--- src/rtl/execute_stage_if.sv ---
// Execute stage bundle: upstream valid/ready operand handshake plus the register-file write port.
// Parameters must match those of the execute_stage instance it is connected to.
interface execute_stage_if #(
    parameter int NUM_REGS_LOG = 3,
    parameter int DATA_WIDTH   = 16,
    parameter int OP_WIDTH     = 4
);
    logic                    valid_i;
    logic                    ready_o;
    logic [OP_WIDTH-1:0]     op_i;
    logic [DATA_WIDTH-1:0]   rd0_i;
    logic [DATA_WIDTH-1:0]   rd1_i;
    logic [NUM_REGS_LOG-1:0] dest_i;
    logic                    wen_o;
    logic [NUM_REGS_LOG-1:0] wa_o;
    logic [DATA_WIDTH-1:0]   wd_o;

    modport slave (
        input  valid_i, op_i, rd0_i, rd1_i, dest_i,
        output ready_o, wen_o, wa_o, wd_o
    );

    modport master (
        output valid_i, op_i, rd0_i, rd1_i, dest_i,
        input  ready_o, wen_o, wa_o, wd_o
    );
endinterface

--- src/rtl/execute_stage.sv ---
// Execute stage: single-cycle ALU feeding the register-file write port, with an optional
// iterative shift-add multiply enabled by defining EXECUTE_STAGE_MUL_EN.
module execute_stage #(
    parameter int NUM_REGS_LOG = 3,
    parameter int DATA_WIDTH   = 16,
    parameter int OP_WIDTH     = 4
) (
    input logic             clk,
    input logic             reset,
    execute_stage_if.slave  bus
);
    localparam int SHW = $clog2(DATA_WIDTH);

    localparam logic [OP_WIDTH-1:0] OP_ADD   = OP_WIDTH'(0);
    localparam logic [OP_WIDTH-1:0] OP_SUB   = OP_WIDTH'(1);
    localparam logic [OP_WIDTH-1:0] OP_AND   = OP_WIDTH'(2);
    localparam logic [OP_WIDTH-1:0] OP_OR    = OP_WIDTH'(3);
    localparam logic [OP_WIDTH-1:0] OP_XOR   = OP_WIDTH'(4);
    localparam logic [OP_WIDTH-1:0] OP_SLT   = OP_WIDTH'(5);
    localparam logic [OP_WIDTH-1:0] OP_SLL   = OP_WIDTH'(6);
    localparam logic [OP_WIDTH-1:0] OP_SRL   = OP_WIDTH'(7);
    localparam logic [OP_WIDTH-1:0] OP_SRA   = OP_WIDTH'(8);
    localparam logic [OP_WIDTH-1:0] OP_PASSB = OP_WIDTH'(9);
`ifdef EXECUTE_STAGE_MUL_EN
    localparam logic [OP_WIDTH-1:0] OP_MUL   = OP_WIDTH'(10);
`endif

    logic                    r_wen;
    logic [NUM_REGS_LOG-1:0] r_wa;
    logic [DATA_WIDTH-1:0]   r_wd;
    logic                    w_ready;
    logic                    w_accept;
    logic                    w_wr;
    logic [DATA_WIDTH-1:0]   w_res;
    logic [SHW-1:0]          w_shamt;

`ifdef EXECUTE_STAGE_MUL_EN
    typedef enum logic {S_IDLE, S_MUL} state_t;

    state_t                  r_state;
    logic [DATA_WIDTH-1:0]   r_ma;
    logic [DATA_WIDTH-1:0]   r_mb;
    logic [DATA_WIDTH-1:0]   r_prod;
    logic [SHW-1:0]          r_cnt;
    logic [NUM_REGS_LOG-1:0] r_mdest;
    logic [DATA_WIDTH-1:0]   w_prod_next;

    assign w_ready     = ~reset & (r_state == S_IDLE);
    assign w_prod_next = r_mb[0] ? (r_prod + r_ma) : r_prod;
`else
    assign w_ready = ~reset;
`endif

    assign w_accept     = bus.valid_i & w_ready;
    assign w_shamt      = bus.rd1_i[SHW-1:0];
    assign bus.ready_o  = w_ready;
    assign bus.wen_o    = r_wen;
    assign bus.wa_o     = r_wa;
    assign bus.wd_o     = r_wd;

    // Unsupported opcodes (including MUL, which the FSM handles) report w_wr=0.
    always_comb begin
        w_wr  = 1'b1;
        w_res = '0;
        case (bus.op_i)
            OP_ADD:   w_res = bus.rd0_i + bus.rd1_i;
            OP_SUB:   w_res = bus.rd0_i - bus.rd1_i;
            OP_AND:   w_res = bus.rd0_i & bus.rd1_i;
            OP_OR:    w_res = bus.rd0_i | bus.rd1_i;
            OP_XOR:   w_res = bus.rd0_i ^ bus.rd1_i;
            OP_SLT:   w_res = {{(DATA_WIDTH-1){1'b0}}, ($signed(bus.rd0_i) < $signed(bus.rd1_i))};
            OP_SLL:   w_res = bus.rd0_i << w_shamt;
            OP_SRL:   w_res = bus.rd0_i >> w_shamt;
            OP_SRA:   w_res = DATA_WIDTH'($signed(bus.rd0_i) >>> w_shamt);
            OP_PASSB: w_res = bus.rd1_i;
            default:  w_wr  = 1'b0;
        endcase
    end

    always_ff @(posedge clk) begin
        if (reset) begin
            r_wen   <= 1'b0;
            r_wa    <= '0;
            r_wd    <= '0;
`ifdef EXECUTE_STAGE_MUL_EN
            r_state <= S_IDLE;
            r_ma    <= '0;
            r_mb    <= '0;
            r_prod  <= '0;
            r_cnt   <= '0;
            r_mdest <= '0;
`endif
        end else begin
            r_wen <= 1'b0;
`ifdef EXECUTE_STAGE_MUL_EN
            case (r_state)
                S_IDLE: begin
                    if (w_accept) begin
                        if (bus.op_i == OP_MUL) begin
                            r_state <= S_MUL;
                            r_ma    <= bus.rd0_i;
                            r_mb    <= bus.rd1_i;
                            r_mdest <= bus.dest_i;
                            r_cnt   <= SHW'(DATA_WIDTH - 1);
                            r_prod  <= '0;
                        end else if (w_wr) begin
                            r_wen <= 1'b1;
                            r_wa  <= bus.dest_i;
                            r_wd  <= w_res;
                        end
                    end
                end
                S_MUL: begin
                    // Fixed DATA_WIDTH steps; the last one writes straight to the port.
                    r_prod <= w_prod_next;
                    r_ma   <= r_ma << 1;
                    r_mb   <= r_mb >> 1;
                    r_cnt  <= r_cnt - 1'b1;
                    if (r_cnt == '0) begin
                        r_state <= S_IDLE;
                        r_wen   <= 1'b1;
                        r_wa    <= r_mdest;
                        r_wd    <= w_prod_next;
                    end
                end
            endcase
`else
            if (w_accept && w_wr) begin
                r_wen <= 1'b1;
                r_wa  <= bus.dest_i;
                r_wd  <= w_res;
            end
`endif
        end
    end
endmodule

--- src/flat_wrapper.sv ---
// flat-port wrapper written by rule: the top's interface ports become plain ports
module execute_stage_flat 
#(
    parameter int NUM_REGS_LOG = 3,
    parameter int DATA_WIDTH   = 16,
    parameter int OP_WIDTH     = 4
)
  (clk, reset, bus_valid_i, bus_op_i, bus_rd0_i, bus_rd1_i, bus_dest_i, bus_ready_o, bus_wen_o, bus_wa_o, bus_wd_o);
  execute_stage_if #(.NUM_REGS_LOG(NUM_REGS_LOG), .DATA_WIDTH(DATA_WIDTH), .OP_WIDTH(OP_WIDTH)) bus_i ();
  input logic clk;
  input logic reset;
  input wire logic [$bits(bus_i.valid_i)-1:0] bus_valid_i;
  input wire logic [$bits(bus_i.op_i)-1:0] bus_op_i;
  input wire logic [$bits(bus_i.rd0_i)-1:0] bus_rd0_i;
  input wire logic [$bits(bus_i.rd1_i)-1:0] bus_rd1_i;
  input wire logic [$bits(bus_i.dest_i)-1:0] bus_dest_i;
  output wire logic [$bits(bus_i.ready_o)-1:0] bus_ready_o;
  output wire logic [$bits(bus_i.wen_o)-1:0] bus_wen_o;
  output wire logic [$bits(bus_i.wa_o)-1:0] bus_wa_o;
  output wire logic [$bits(bus_i.wd_o)-1:0] bus_wd_o;
  assign bus_i.valid_i = bus_valid_i;
  assign bus_i.op_i = bus_op_i;
  assign bus_i.rd0_i = bus_rd0_i;
  assign bus_i.rd1_i = bus_rd1_i;
  assign bus_i.dest_i = bus_dest_i;
  assign bus_ready_o = bus_i.ready_o;
  assign bus_wen_o = bus_i.wen_o;
  assign bus_wa_o = bus_i.wa_o;
  assign bus_wd_o = bus_i.wd_o;
  execute_stage #(.NUM_REGS_LOG(NUM_REGS_LOG), .DATA_WIDTH(DATA_WIDTH), .OP_WIDTH(OP_WIDTH)) u_core (.clk(clk), .reset(reset), .bus(bus_i));
endmodule
--- config.mk ---
export PLATFORM = sky130hd
export DESIGN_NAME = execute_stage_flat
export DESIGN_NICKNAME = d
export VERILOG_FILES = /design/src/rtl/execute_stage_if.sv /design/src/rtl/execute_stage.sv /design/src/flat_wrapper.sv
export SDC_FILE = /design/constraint.sdc
export NUM_CORES = 1
export LEC_CHECK = 0
export BUFFER_PORTS_ARGS = -buffer_cell sky130_fd_sc_hd__buf_4
export CAP_MARGIN = 15
export CORE_MARGIN = 2
export CORE_UTILIZATION = 43
export CTS_CLUSTER_SIZE = 24
export DETAILED_ROUTE_END_ITERATION = 16
export SLEW_MARGIN = 0
export SYNTH_ARGS = -nofsm -noshare
export SYNTH_HDL_FRONTEND = slang
export SYNTH_SLANG_ARGS = --single-unit
--- constraint.sdc ---
create_clock -name clk -period 3.6 [get_ports clk]
set_clock_uncertainty 0.2 [all_clocks]
set_input_delay 0.36 -clock clk [delete_from_list [all_inputs] [get_ports clk]]
set_output_delay 0.36 -clock clk [all_outputs]
set_load 0.1 [all_outputs]
==> results.toml <==
[run_status]
status = "finished clean"

[routing]
dr.pass1.iters = 8
avgRoutedWirePerCell_microns = 23.0
drtAntennaViolNets = 0
num_vias = 5553
route.detailed.drc = 0
drt-total-wl_microns = 19800
via_per_inst = 6.46
drt_iter0_drc = 651

[placed_design]
dp_hpwl_microns = 15400
dp.cells = 855
port-buffer-count = 62
preCtsSetupSlack_ps = 200
gp_congestion = 0.974

[synthesis]
synth-main-ff-cell = "dfxtp_1"
synth_edf_count = 0
yosysTopAreaCell = "ha_1"
syn_area_sq_um = 5000
synth_cell_types = 84
synthesis.area_per_instance_sq_um = 7.29
syn-instance-count = 686
ys_top_cells_by_count = "nor2_1, nand2_1, a21oi_1"
async_reset_ff_share_pct = 0
synth.most_common_cell = "nor2_1"
ys_seq_area_share_pct = 8.00
synth-seq-cells = 20
synth_nets = 779
synth_area_leaders = "ha_1, dfxtp_1, mux4_2"
yosys_warnings = 0
synth_top_cell_area_share_pct = 12.3

[clock_network]
clock_sinks = 20
cts_buffers = 3
clock_latency_ps = 250
cts_setup_buffers = 0
cts_tree = "built"
cts-resized-gates = 0
htreeDepth = 1
cts.hold.buffers_added = 0
clock-root-buffer = "clkbuf_16"
path_clk_slew_ps = 60
clock_path_buffers = 2

[worst_hold_path]
hold_depth = 2
hold_class = "in -> reg"

[global_route]
antenna_found_initial = 0
grt_pass1_vias = 5150
grt_pass1_wl_microns = 30400
track_usage_pct = 30.7
grt_overflow = 0
grt_start_max_net_pins = 45

[finish]
seq_area_sq_um = 400
nets = 810
final_util_pct = 49.2
layout.cells.non_filler = 859
syn2layout_area_growth_pct = 11.8
drive_gt1_share_pct = 18.9
fill_cells = 1212
multi_input_area_sq_um = 4140
antenna_cells = 0

[floorplanning]
die_area_sq_um = 12500
start_util_pct = 44.0
row_count = 39
die_y_microns = 112
die_w_microns = 112
core-area_sq_um = 11400
io_pins = 63

[timing]
timing.final.ws_setup_ps = 342
finalSetupTns_ps = 0
hold_violations = 0
final-setup-viol-count = 0
fin_crit_sh_pct = 90.5
tightest_slew_ps = 908
max_slew_margin_pct = 37.9
max_freq_mhz = 307
layout_min_cycle_time_ps = 3260
grt_setup_unrepaired = "false"
finalMaxSlewViolations = 0

[pwr]
power.total_w = 0.00138
ir_worst_vdd_mv = 0.315
power_frac_seq_pct = 18.0
p_per_area_nw_per_um2 = 247
clock_power_share_pct = 18.3
leakage_nw = 2.30
combPwrFrac_pct = 63.7
p_switching_w = 0.000678
p_sw_share_pct = 49.2
p_int_w = 0.000701

[critical_path]
critPathMaxFanout = 44
rr_endpoint = "u_core.bus.wd_o[9]"
r2r-start = "u_core.bus.wd_o[9]"
crit_type = "in -> reg"
r2r_slack_ps = 2560
cp-endpoint = "u_core.bus.wd_o[7]"
end_kind = "register"
r2r_cells = 2
cp_data_required_time_ps = 3500
arrival_ps = 3160
cp-start-kind = "input pin"
startpoint = "bus_rd1_i[0]"

[run]
maxCapViolCount = 0
layout make-up:
cell class	count	share of cell area [%]
well taps	143	3.20
repair buffers	80	10.7
inverters	48	3.22
flip-flops and latches	20	7.16
multi-input cells	564	74.1
clock buffers	4	1.59
flip-flops by register name, summed over array words and instances, names as in the netlist:
signal            count
u_core.bus.wen_o      1
u_core.bus.wa_o       3
u_core.bus.wd_o      16
metrics by stage:
stage | area, sq um | hold WS (ps)
2_1_floorplan | 5000 | 232
3_3_place_gp | 5500 | 277
3_5_place_dp | 5500 | 282
4_1_cts | 5590 | 98.5
5_1_grt | 5590 | 111
6_report | 5590 | 96.0
critical path, stage by stage:
cell	delay, ps
buf_4	90
buf_4	490
mux2_2	440
mux2i_1	440
a21oi_1	140
nand2_1	90
o21ai_1	90
a2111oi_0	840
a21oi_1	140
kinds of logic after synthesis:
kind of cell / after synthesis / synth area share [%]
flip-flops: 20 / 8.00
multiplexers: 46 / 13.6
adder cells (fa/ha/maj): 51 / 13.1
buffers and inverters: 102 / 9.20
AO/OA/AOI/OAI: 232 / 31.9
AND/OR/NAND/NOR: 221 / 21.8
XOR/XNOR: 14 / 2.45
per-layer routing:
layer	share of wire, %	vias to the layer above	global-route usage [%]
met5	0	-	0
met4	2.8	0	8.64
met3	8.0	33	3.32
met2	45	277	47.6
met1	45	2637	45.2
li1	-	2606	-
worst min path at each step:
stage	from	endpoint	slack, ps
2_1_floorplan	reset	u_core.bus.wa_o[0]	230
3_3_place_gp	u_core.bus.wa_o[1]	u_core.bus.wa_o[1]	280
3_5_place_dp	u_core.bus.wa_o[0]	u_core.bus.wa_o[0]	280
4_1_cts	reset	u_core.bus.wa_o[0]	100
5_1_grt	reset	u_core.bus.wa_o[0]	110
6_report	reset	u_core.bus.wa_o[0]	100
power groups by stage:
stage / Sequential, W / Combinational (W) / Clock [W]
after CTS: 0.000248 / 0.000863 / 0.000258
after global routing: 0.000250 / 0.000935 / 0.000266
after floorplan: 0.000376 / 0.000493 / 0
final: 0.000248 / 0.000879 / 0.000253
after global placement: 0.000252 / 0.000858 / 0
after detailed placement: 0.000253 / 0.000860 / 0
placed cells by master, fill, tap and decap left out, types with 5 or more instances in the layout:
| cell type | instances |
|---|---|
| nor2_1 | 72 |
| nor2b_1 | 13 |
| nand3_1 | 10 |
| o221ai_1 | 5 |
| inv_2 | 6 |
| mux2i_1 | 21 |
| or3_1 | 5 |
| xnor2_1 | 11 |
| a22oi_1 | 13 |
| nand2_1 | 55 |
| and2_1 | 5 |
| o21ai_1 | 6 |
| o211ai_1 | 7 |
| a2111oi_0 | 7 |
| inv_1 | 42 |
| ha_1 | 49 |
| a31oi_1 | 15 |
| a21oi_1 | 53 |
| o31ai_1 | 8 |
| nor3_1 | 19 |
| mux4_2 | 13 |
| dfxtp_1 | 20 |
| buf_4 | 80 |
| o21ai_0 | 46 |
| a211oi_1 | 18 |
| nor3b_1 | 6 |
| o22ai_1 | 9 |
Power figures use the tool's default switching activity.
